[src/rtl/wheel_cmd_sequencer_if.sv]
// Command handshake bundle between the SoC register bank (master) and the
// wheel command sequencer (slave).
interface wheel_cmd_if #(
    parameter int DUR_W = 16
);
    logic             valid;
    logic             ready;
    logic [1:0]       dir;
    logic [DUR_W-1:0] dur;

    modport master (output valid, dir, dur, input ready);
    modport slave  (input valid, dir, dur, output ready);
endinterface

[src/rtl/wheel_cmd_sequencer.sv]
// Timed wheel command sequencer: FIFO of {dir, dur} commands played back as a
// registered 2-bit wheel code. Optional macro WHEEL_SEQ_BUMPER_EN adds bumper/bumped.
module wheel_cmd_sequencer #(
    parameter int DEPTH    = 4,
    parameter int DUR_W    = 16,
    parameter int PRESCALE = 100000
) (
    input  logic                   clk,
    input  logic                   rst,
    wheel_cmd_if.slave             cmd,
    input  logic                   abort,
    output logic [1:0]             state,
    output logic                   busy,
    output logic                   done,
    output logic [$clog2(DEPTH):0] level
`ifdef WHEEL_SEQ_BUMPER_EN
   ,input  logic                   bumper,
    output logic                   bumped
`endif
);
    localparam int AW = $clog2(DEPTH);
    localparam int PW = $clog2(PRESCALE);
    localparam logic [PW-1:0] PS_LAST = PW'(PRESCALE - 1);
    localparam logic [1:0]    STOP    = 2'b11;

    typedef struct packed {
        logic [1:0]       dir;
        logic [DUR_W-1:0] dur;
    } entry_t;

    typedef enum logic [1:0] {IDLE, LOAD, RUN} fsm_t;

    entry_t           mem [DEPTH];
    entry_t           head_reg;
    logic [AW-1:0]    wr_ptr_reg, rd_ptr_reg, rd_ptr_next;
    logic [AW:0]      count_reg;
    fsm_t             fsm_reg;
    logic [PW-1:0]    presc_reg;
    logic [DUR_W-1:0] ticks_reg;
    logic [1:0]       state_reg;
    logic             busy_reg, done_reg;
    logic             full, kill, bump, push, pop;

`ifdef WHEEL_SEQ_BUMPER_EN
    logic bumped_reg;
    assign bump   = bumper && (state_reg == 2'b00);
    assign bumped = bumped_reg;

    always_ff @(posedge clk) begin
        if (rst) begin
            bumped_reg <= 1'b0;
        end else if (bump) begin
            bumped_reg <= 1'b1;
        end else if (push) begin
            bumped_reg <= 1'b0;
        end
    end
`else
    assign bump = 1'b0;
`endif

    assign kill      = abort || bump;
    assign full      = (count_reg == (AW+1)'(DEPTH));
    assign cmd.ready = !full && !kill && !rst;
    assign push      = cmd.valid && cmd.ready;
    assign pop       = (fsm_reg == LOAD);
    assign rd_ptr_next = pop ? rd_ptr_reg + 1'b1 : rd_ptr_reg;

    assign state = state_reg;
    assign busy  = busy_reg;
    assign done  = done_reg;
    assign level = count_reg;

    always_ff @(posedge clk) begin
        if (push) begin
            mem[wr_ptr_reg] <= '{dir: cmd.dir, dur: cmd.dur};
        end
    end

    // Prefetch the entry LOAD will consume: LOAD is only entered when that
    // entry was already stored before the entering edge, so head_reg is valid.
    always_ff @(posedge clk) begin
        head_reg <= mem[rd_ptr_next];
    end

    always_ff @(posedge clk) begin
        if (rst || kill) begin
            wr_ptr_reg <= '0;
            rd_ptr_reg <= '0;
            count_reg  <= '0;
        end else begin
            if (push) begin
                wr_ptr_reg <= wr_ptr_reg + 1'b1;
            end
            rd_ptr_reg <= rd_ptr_next;
            if (push && !pop) begin
                count_reg <= count_reg + 1'b1;
            end else if (pop && !push) begin
                count_reg <= count_reg - 1'b1;
            end
        end
    end

    always_ff @(posedge clk) begin
        if (rst) begin
            fsm_reg   <= IDLE;
            presc_reg <= '0;
            ticks_reg <= '0;
            state_reg <= STOP;
            busy_reg  <= 1'b0;
            done_reg  <= 1'b0;
        end else if (kill) begin
            fsm_reg   <= IDLE;
            state_reg <= STOP;
            busy_reg  <= 1'b0;
            done_reg  <= 1'b0;
        end else begin
            done_reg <= 1'b0;
            case (fsm_reg)
                IDLE: begin
                    if (count_reg != '0) begin
                        fsm_reg <= LOAD;
                    end
                end
                LOAD: begin
                    presc_reg <= '0;
                    ticks_reg <= head_reg.dur;
                    if (head_reg.dur == '0) begin
                        done_reg <= 1'b1;
                        fsm_reg  <= (count_reg > (AW+1)'(1)) ? LOAD : IDLE;
                    end else begin
                        state_reg <= head_reg.dir;
                        busy_reg  <= 1'b1;
                        fsm_reg   <= RUN;
                    end
                end
                RUN: begin
                    if (presc_reg == PS_LAST) begin
                        presc_reg <= '0;
                        ticks_reg <= ticks_reg - 1'b1;
                        if (ticks_reg == DUR_W'(1)) begin
                            state_reg <= STOP;
                            busy_reg  <= 1'b0;
                            done_reg  <= 1'b1;
                            fsm_reg   <= (count_reg != '0) ? LOAD : IDLE;
                        end
                    end else begin
                        presc_reg <= presc_reg + 1'b1;
                    end
                end
                default: fsm_reg <= IDLE;
            endcase
        end
    end
endmodule

[src/flat_wrapper.sv]
// flat-port wrapper written by rule: the top's interface ports become plain ports
module wheel_cmd_sequencer_flat 
#(
    parameter int DEPTH    = 4,
    parameter int DUR_W    = 16,
    parameter int PRESCALE = 100000
)
  (clk, rst, abort, state, busy, done, level, cmd_valid, cmd_dir, cmd_dur, cmd_ready);
  wheel_cmd_if #(.DUR_W(DUR_W)) cmd_i ();
  input  logic clk;
  input  logic rst;
  input  logic abort;
  output logic [1:0] state;
  output logic busy;
  output logic done;
  output logic [$clog2(DEPTH):0] level;
  input wire logic [$bits(cmd_i.valid)-1:0] cmd_valid;
  input wire logic [$bits(cmd_i.dir)-1:0] cmd_dir;
  input wire logic [$bits(cmd_i.dur)-1:0] cmd_dur;
  output wire logic [$bits(cmd_i.ready)-1:0] cmd_ready;
  assign cmd_i.valid = cmd_valid;
  assign cmd_i.dir = cmd_dir;
  assign cmd_i.dur = cmd_dur;
  assign cmd_ready = cmd_i.ready;
  wheel_cmd_sequencer #(.DEPTH(DEPTH), .DUR_W(DUR_W), .PRESCALE(PRESCALE)) u_core (.clk(clk), .rst(rst), .cmd(cmd_i), .abort(abort), .state(state), .busy(busy), .done(done), .level(level));
endmodule
[config.mk]
export PLATFORM = sky130hd
export DESIGN_NAME = wheel_cmd_sequencer_flat
export DESIGN_NICKNAME = d
export VERILOG_FILES = /design/src/rtl/wheel_cmd_sequencer_if.sv /design/src/rtl/wheel_cmd_sequencer.sv /design/src/flat_wrapper.sv
export SDC_FILE = /design/constraint.sdc
export NUM_CORES = 1
export LEC_CHECK = 0
export ABC_AREA = 1
export CORE_UTILIZATION = 54
export DETAILED_ROUTE_END_ITERATION = 16
export PLACE_DENSITY = 0.79
export SLEW_MARGIN = 25
export SYNTH_ARGS = -nofsm -noshare
export SYNTH_HDL_FRONTEND = slang
export SYNTH_SLANG_ARGS = --single-unit
[constraint.sdc]
create_clock -name clk -period 2.4 [get_ports clk]
set_clock_uncertainty 0.15 [all_clocks]
set_input_delay 0.48 -clock clk [delete_from_list [all_inputs] [get_ports clk]]
set_output_delay 0.48 -clock clk [all_outputs]
set_load 0.01 [all_outputs]
## Word level (Yosys, flattened, before mapping)

Memory sizes are Yosys's and may differ from the RTL's. A register that Yosys moved wholly into a read port is not among the register bits.
Index checks and enable logic that the tools add are counted.

| cells by class | value |
|---|---|
| add/subtract/negate cells | 6 |
| bitwise operators | 1 |
| multiplexer cells | 28 |
| reduce and logical (&&, ||, !) cells | 21 |
| magnitude comparators | 1 |
| equality and inequality tests | 9 |

Operators with widths:

| operator | count |
|---|---|
| 17-bit one-hot mux with 2 select lines | 1 |
| 16-bit one-hot mux with 2 select lines | 1 |
| 17-bit by 1-bit adder with 17-bit output (second input constant) | 1 |
| 17-bit == test (second input constant) | 1 |
| 17-bit 2-to-1 mux | 1 |
| 16-bit by 1-bit == test with 1-bit output (second input constant) | 1 |
| 16-bit zero test | 1 |
| 16-bit 2-to-1 mux | 1 |
| 2-bit 2-to-1 mux | 8 |
| 16-bit by 1-bit subtractor with 16-bit output (second input constant) | 1 |
| 1-bit 2-to-1 mux | 10 |
| 3-bit 2-to-1 mux | 2 |
| 2-bit by 1-bit != test with 1-bit output (second input constant) | 3 |
| 2-bit one-hot mux with 3 select lines | 1 |
| 3-bit AND reduction | 2 |
| 1-bit logical AND | 5 |
| 1-bit zero test | 5 |
| 2-bit by 1-bit adder with 2-bit output (second input constant) | 2 |
| 1-bit one-hot mux with 2 select lines | 2 |
| 2-bit one-hot mux with 2 select lines | 1 |
| 4-bit AND reduction | 1 |
| 2-bit nonzero test | 2 |
| 3-bit by 1-bit adder with 3-bit output (second input constant) | 1 |
| 3-bit == test (second input constant) | 1 |
| other kinds (11) | 11 |

| storage, ports and cells | value |
|---|---|
| word-level logic and storage cells | 76 |
| RAM bits | 72 |
| register bits | 46 |
| memories kept | 1 |
| output and inout bits | 8 |
| input bits | 22 |

Memory list:

| memory | words | bits a word | read ports | clocked after Yosys merged registers in | write ports | line | RTL |
|---|---|---|---|---|---|---|---|
| u_core.mem | 4 | 18 | 1 | 1 | 1 | wheel_cmd_sequencer.sv:33 | `entry_t mem [DEPTH];` |

## Longest topological paths before layout

Gate-level depths: netlist (run 1).

| depth | value |
|---|---|
| depth in word-level cells | 9 |
| depth in mapped cells | 13 |
| gate-level depth less buffers | 13 |

## Worst setup path after synthesis (run 1)

No wires, ideal clock.

| path | value |
|---|---|
| path kind | reg2reg |
| start point | reg u_core.count_reg[0], in the netlist u_core.level[0] |
| end point | mem u_core.mem[0][0] in the netlist's numbering (enable) |
| slack | -0.089 ns |
| setup time | 0.393 ns |
| data arrival time | 1.946 ns |
| cell stages (with the launch flop) | 8 |
| required time | 1.857 ns |
| cell sequence | dfxtp_1 > inv_1 > ha_1 > nand2_1 > nand2_1 > inv_1 > nand2_1 > nor2_1 |

| on the way | value |
|---|---|
| longest elaborated chain between the ends | 7 |

Ends and longest elaborated chain:

| what | line | RTL |
|---|---|---|
| from (decl) | wheel_cmd_sequencer.sv:36 | `logic [AW:0] count_reg;` |
| from (signal assigned) | wheel_cmd_sequencer.sv:97 | `count_reg <= count_reg + 1'b1;` |
| from (signal assigned) | wheel_cmd_sequencer.sv:99 | `count_reg <= count_reg - 1'b1;` |
| 3-bit == test | wheel_cmd_sequencer.sv:63 | `assign full = (count_reg == (AW+1)'(DEPTH));` |
| 1-bit zero test | wheel_cmd_sequencer.sv:64 | `assign cmd.ready = !full && !kill && !rst;` |
| 1-bit logical AND (2 in a row) | wheel_cmd_sequencer.sv:64 |  |
| named net cmd_ready | flat_wrapper.sv:20 | `output wire logic [$bits(cmd_i.ready)-1:0] cmd_ready;` |
| 1-bit logical AND | wheel_cmd_sequencer.sv:65 | `assign push = cmd.valid && cmd.ready;` |
| 1-bit 2-to-1 mux | wheel_cmd_sequencer.sv:75 | `if (push) begin` |
| 1-bit 2-to-1 mux (implied by the code) | wheel_cmd_sequencer.sv:76 | `mem[wr_ptr_reg] <= '{dir: cmd.dir, dur: cmd.dur};` |
| to (decl) | wheel_cmd_sequencer.sv:33 |  |

The timed path passes the listed nets, and every way through them passes these cells.

## Worst setup path in the final report (run 1)

| path | value |
|---|---|
| start point | reg u_core.count_reg[0], in the netlist u_core.level[0] |
| end point | out cmd_ready |

| on the way | value |
|---|---|
| longest elaborated chain between the ends | 4 |

Ends and longest elaborated chain:

| what | line |
|---|---|
| 3-bit == test | wheel_cmd_sequencer.sv:63 |
| 1-bit zero test | wheel_cmd_sequencer.sv:64 |
| 1-bit logical AND (2 in a row) | wheel_cmd_sequencer.sv:64 |
| to (decl) | flat_wrapper.sv:20 |

No other way between the ends.

==> run_summary.xml, run 1 <==
<?xml version="1.0" encoding="UTF-8"?>
<metrics>
  <group name="setup_path">
    <metric name="cp_slowest_stage_delay" unit="ps">340</metric>
    <metric name="cp.required" unit="ps">1770</metric>
    <metric name="cpMaxStageDelayCell" unit="">sky130_fd_sc_hd__dfxtp_2</metric>
    <metric name="crit_arrival" unit="ps">1660</metric>
    <metric name="series_of_cell_instances_along_the_critical_path" unit="">inv_1, ha_2, nand2_1, nand2_1, inv_1, dlygate4sd2_1</metric>
    <metric name="timing.critical_path.fanout_max" unit="">5</metric>
    <metric name="crit_path_start_kind" unit="">flip-flop</metric>
    <metric name="worst-setup-path-type" unit="">flip-flop to primary output</metric>
    <metric name="critical_path_capture_point_type" unit="">primary output</metric>
  </group>
  <group name="timing">
    <metric name="report.final.setup_viol" unit="">0</metric>
    <metric name="clock.fmax" unit="GHz">0.437</metric>
    <metric name="finalHoldWorstSlack" unit="ps">322</metric>
    <metric name="timing.final.crit_share" unit="%">95.3</metric>
    <metric name="final_critical_path_setup_slack" unit="ps">112</metric>
    <metric name="rsz_0062_raised_after_global_routing" unit="">false</metric>
    <metric name="period_needed" unit="ps">2290</metric>
    <metric name="final_max_slew_viol_count" unit="">0</metric>
    <metric name="max-slew-margin-rel" unit="%">61.4</metric>
    <metric name="hold_viol" unit="">0</metric>
    <metric name="worst-slew-pin-transition" unit="ps">578</metric>
  </group>
  <group name="synth">
    <metric name="yosys_warnings" unit="">0</metric>
    <metric name="ys.flop_type" unit="">sky130_fd_sc_hd__edfxtp_1</metric>
    <metric name="cell_with_the_most_instances_after_synthesis" unit="">sky130_fd_sc_hd__nor2_1</metric>
    <metric name="synth.top_cells.by_area" unit="">sky130_fd_sc_hd__edfxtp_1 37%, sky130_fd_sc_hd__dfxtp_1 22%, sky130_fd_sc_hd__nor2_1 7.0%</metric>
    <metric name="synth-edff-count" unit="">72</metric>
    <metric name="yosysTopAreaCellShare" unit="%">36.9</metric>
    <metric name="synth_sequential_area_ratio" unit="%">58.8</metric>
    <metric name="post_synth_instance_area" unit="sq um">5850</metric>
    <metric name="netlist-cell-type-count" unit="">39</metric>
    <metric name="async_reset_ff_share" unit="%">0</metric>
    <metric name="yosysTopAreaCell" unit="">sky130_fd_sc_hd__edfxtp_1</metric>
    <metric name="synth.cells.most_frequent" unit="">109 x sky130_fd_sc_hd__nor2_1, 85 x sky130_fd_sc_hd__nand2_1, 72 x sky130_fd_sc_hd__edfxtp_1</metric>
    <metric name="synth.ff_latch_count" unit="">136</metric>
    <metric name="post_synth_inst_count" unit="">613</metric>
    <metric name="postSynthAreaPerCell" unit="sq um">9.55</metric>
    <metric name="synth.net_count" unit="">651</metric>
  </group>
  <group name="placement">
    <metric name="pre_cts_ws" unit="ps">14.3</metric>
    <metric name="place.port_buffers" unit="">29</metric>
    <metric name="cell_area_after_placement" unit="sq um">6410</metric>
    <metric name="gp_routability_congestion" unit="">0.867</metric>
    <metric name="place.detailed.hpwl" unit="um">7490</metric>
  </group>
  <group name="clock_tree">
    <metric name="ctsHtreeMaxLevel" unit="">4</metric>
    <metric name="path_clk_slew" unit="ps">60</metric>
    <metric name="ctsRootBufferMaster" unit="">sky130_fd_sc_hd__clkbuf_8</metric>
    <metric name="hold_buffers" unit="">0</metric>
    <metric name="cts-buffers-inserted" unit="">17</metric>
    <metric name="clk_path_buf_depth" unit="">2</metric>
    <metric name="worst_skew_pair_latency" unit="ps">530</metric>
    <metric name="tritoncts" unit="">yes</metric>
    <metric name="cts.sinks" unit="">136</metric>
  </group>
  <group name="drt">
    <metric name="routed_wirelength" unit="um">11600</metric>
    <metric name="drt_iter0_markers" unit="">299</metric>
    <metric name="dr.pass1.iters" unit="">5</metric>
    <metric name="drt-wirelength-per-cell" unit="um">14.4</metric>
    <metric name="routed-via-count" unit="">4332</metric>
    <metric name="avgViaCountPerCell" unit="">5.35</metric>
    <metric name="route.antenna.remaining_nets" unit="">0</metric>
    <metric name="post-route-drc-count" unit="">0</metric>
  </group>
  <group name="final_layout">
    <metric name="area_delta_synth_final" unit="%">19.1</metric>
    <metric name="layout.filler_cells" unit="">769</metric>
    <metric name="nets" unit="">699</metric>
    <metric name="drive_above_1_share" unit="%">12.3</metric>
    <metric name="n_antenna_cell" unit="">0</metric>
    <metric name="finish.instance_area" unit="sq um">6970</metric>
    <metric name="largest_register_ffs" unit="">72</metric>
    <metric name="finalCoreUtilization" unit="%">66.9</metric>
  </group>
  <group name="floorplanning">
    <metric name="floorplan.initialDensity" unit="%">56.2</metric>
    <metric name="io_pins" unit="">30</metric>
    <metric name="floorplan.die.width" unit="um">106</metric>
    <metric name="dieArea" unit="sq um">11300</metric>
    <metric name="core.rowCount" unit="">37</metric>
    <metric name="fp.dieH" unit="um">106</metric>
    <metric name="core_region_area" unit="sq um">10400</metric>
  </group>
  <group name="global_route">
    <metric name="pin_count_of_the_biggest_net_entering_global_routing" unit="">37</metric>
    <metric name="antenna_violations_before_repair" unit="">0</metric>
    <metric name="first_global_vias" unit="">4315</metric>
    <metric name="grt-ovfl-total" unit="">0</metric>
    <metric name="grtUsageTotal" unit="%">22.5</metric>
    <metric name="grt_pass1_wl" unit="um">19100</metric>
  </group>
  <group name="job">
    <metric name="maxCapViolations" unit="">0</metric>
  </group>
  <group name="min_path">
    <metric name="holdCritPathClass" unit="">flip-flop to flip-flop</metric>
  </group>
  <group name="outcome">
    <metric name="outcome" unit="">complete, no violations</metric>
  </group>
  <group name="pwr">
    <metric name="power_leakage" unit="nW">2.62</metric>
    <metric name="vdd_drop_max" unit="mV">0.749</metric>
    <metric name="power-per-cell-area" unit="nW/um^2">777</metric>
  </group>
</metrics>
==> worst paths after layout <==
kind | from | end | slack, ps | depth (start not counted)
hold / removal | u_core.presc_reg[4]$_SDFFE_PP0P_ | u_core.presc_reg[4]$_SDFFE_PP0P_ | 320 | 2
setup reg to reg | u_core.level[0]$_SDFFE_PP0P_ | u_core.level[2]$_SDFFE_PP0P_ | 300 | 12
setup / recovery | u_core.level[0]$_SDFFE_PP0P_ | cmd_ready | 110 | 6
hold reg to reg | u_core.presc_reg[4]$_SDFFE_PP0P_ | u_core.presc_reg[4]$_SDFFE_PP0P_ | 320 | 2
==> per-layer routing <==
metal | share of wire [%] | GRT usage (%) | up-vias
met5 | 0 | 0 | -
met4 | 1.7 | 12.3 | 0
met3 | 5.3 | 7.11 | 17
met2 | 51 | 38.7 | 128
met1 | 42 | 24.7 | 2025
li1 | - | - | 2162
==> critical path: cells and delay by family (launching register included) <==
kind / cells / cell delay [ps]
fa+ha+maj: 1 / 220
buf+inv: 3 / 450
flops: 1 / 340
simple gates: 2 / 120
==> cell families (layout without fill, tap and decap cells) <==
| family | count (synthesis) | after routing | synth area share [%] |
|---|---|---|---|
| fa+ha+maj | 16 | 16 | 3.42 |
| compound gates | 127 | 127 | 12.5 |
| simple gates | 247 | 247 | 18.0 |
| flops | 136 | 136 | 58.8 |
| xor+xnor | 12 | 12 | 1.92 |
| buf+inv | 75 | 136 | 5.30 |
==> cell type report <==
type,instances,area (sq um),area share (%)
Clock buffer,21,449,6.44
Clock inverter,11,111,1.60
Inverter,59,221,3.18
Multi-Input combinational cell,402,2100,30.2
Sequential cell,136,3450,49.4
Tap cell,136,170,2.44
Timing Repair Buffer,45,472,6.76
==> cell usage in the layout, fill, tap and decap left out, types with 3 or more instances in the layout <==
cell	n
sky130_fd_sc_hd__nor2_2	6
sky130_fd_sc_hd__a211oi_1	4
sky130_fd_sc_hd__inv_6	5
sky130_fd_sc_hd__nor3_1	5
sky130_fd_sc_hd__edfxtp_1	72
sky130_fd_sc_hd__nand2_1	85
sky130_fd_sc_hd__o21ai_2	13
sky130_fd_sc_hd__buf_12	5
sky130_fd_sc_hd__ha_1	15
sky130_fd_sc_hd__inv_1	56
sky130_fd_sc_hd__nand2_2	4
sky130_fd_sc_hd__clkbuf_16	16
sky130_fd_sc_hd__xor2_1	7
sky130_fd_sc_hd__o22ai_1	18
sky130_fd_sc_hd__o211ai_1	3
sky130_fd_sc_hd__xnor2_1	4
sky130_fd_sc_hd__clkdlybuf4s50_1	28
sky130_fd_sc_hd__nand2_4	3
sky130_fd_sc_hd__clkbuf_8	3
sky130_fd_sc_hd__o21ai_0	64
sky130_fd_sc_hd__dfxtp_1	62
sky130_fd_sc_hd__buf_4	11
sky130_fd_sc_hd__a21oi_1	20
sky130_fd_sc_hd__nor2_1	109
sky130_fd_sc_hd__nand3_1	23
==> report_power, final <==
group	total (mW)	internal [mW]	leakage [nW]	switching [mW]
logic	0.429	0.165	1.17	0.264
clock network	2.44	1.45	0.270	0.993
registers	2.55	2.51	1.17	0.0355
total	5.41	4.12	2.62	1.29
==> through the flow <==
stage          TNS (ps)  instances  power (mW)
2_1_floorplan     -6390        613        2.87
3_3_place_gp          0        778        3.00
3_5_place_dp          0        778        3.02
4_1_cts               0        810        5.45
5_1_grt               0        810        5.61
6_report              0        810        5.41
==> what timing repair did <==
item,CTS,global route
buffers inserted,0,0
resized for setup,3,1
setup endpoints to repair,1,1
Power figures use the tool's default switching activity.
==> run 2: changes to the inputs <==
Settings changed: SKIP_LAST_GASP from default to 1.
==> results of run 2 <==
No change in the layout: final DEF, timing and power equal those of run 1.
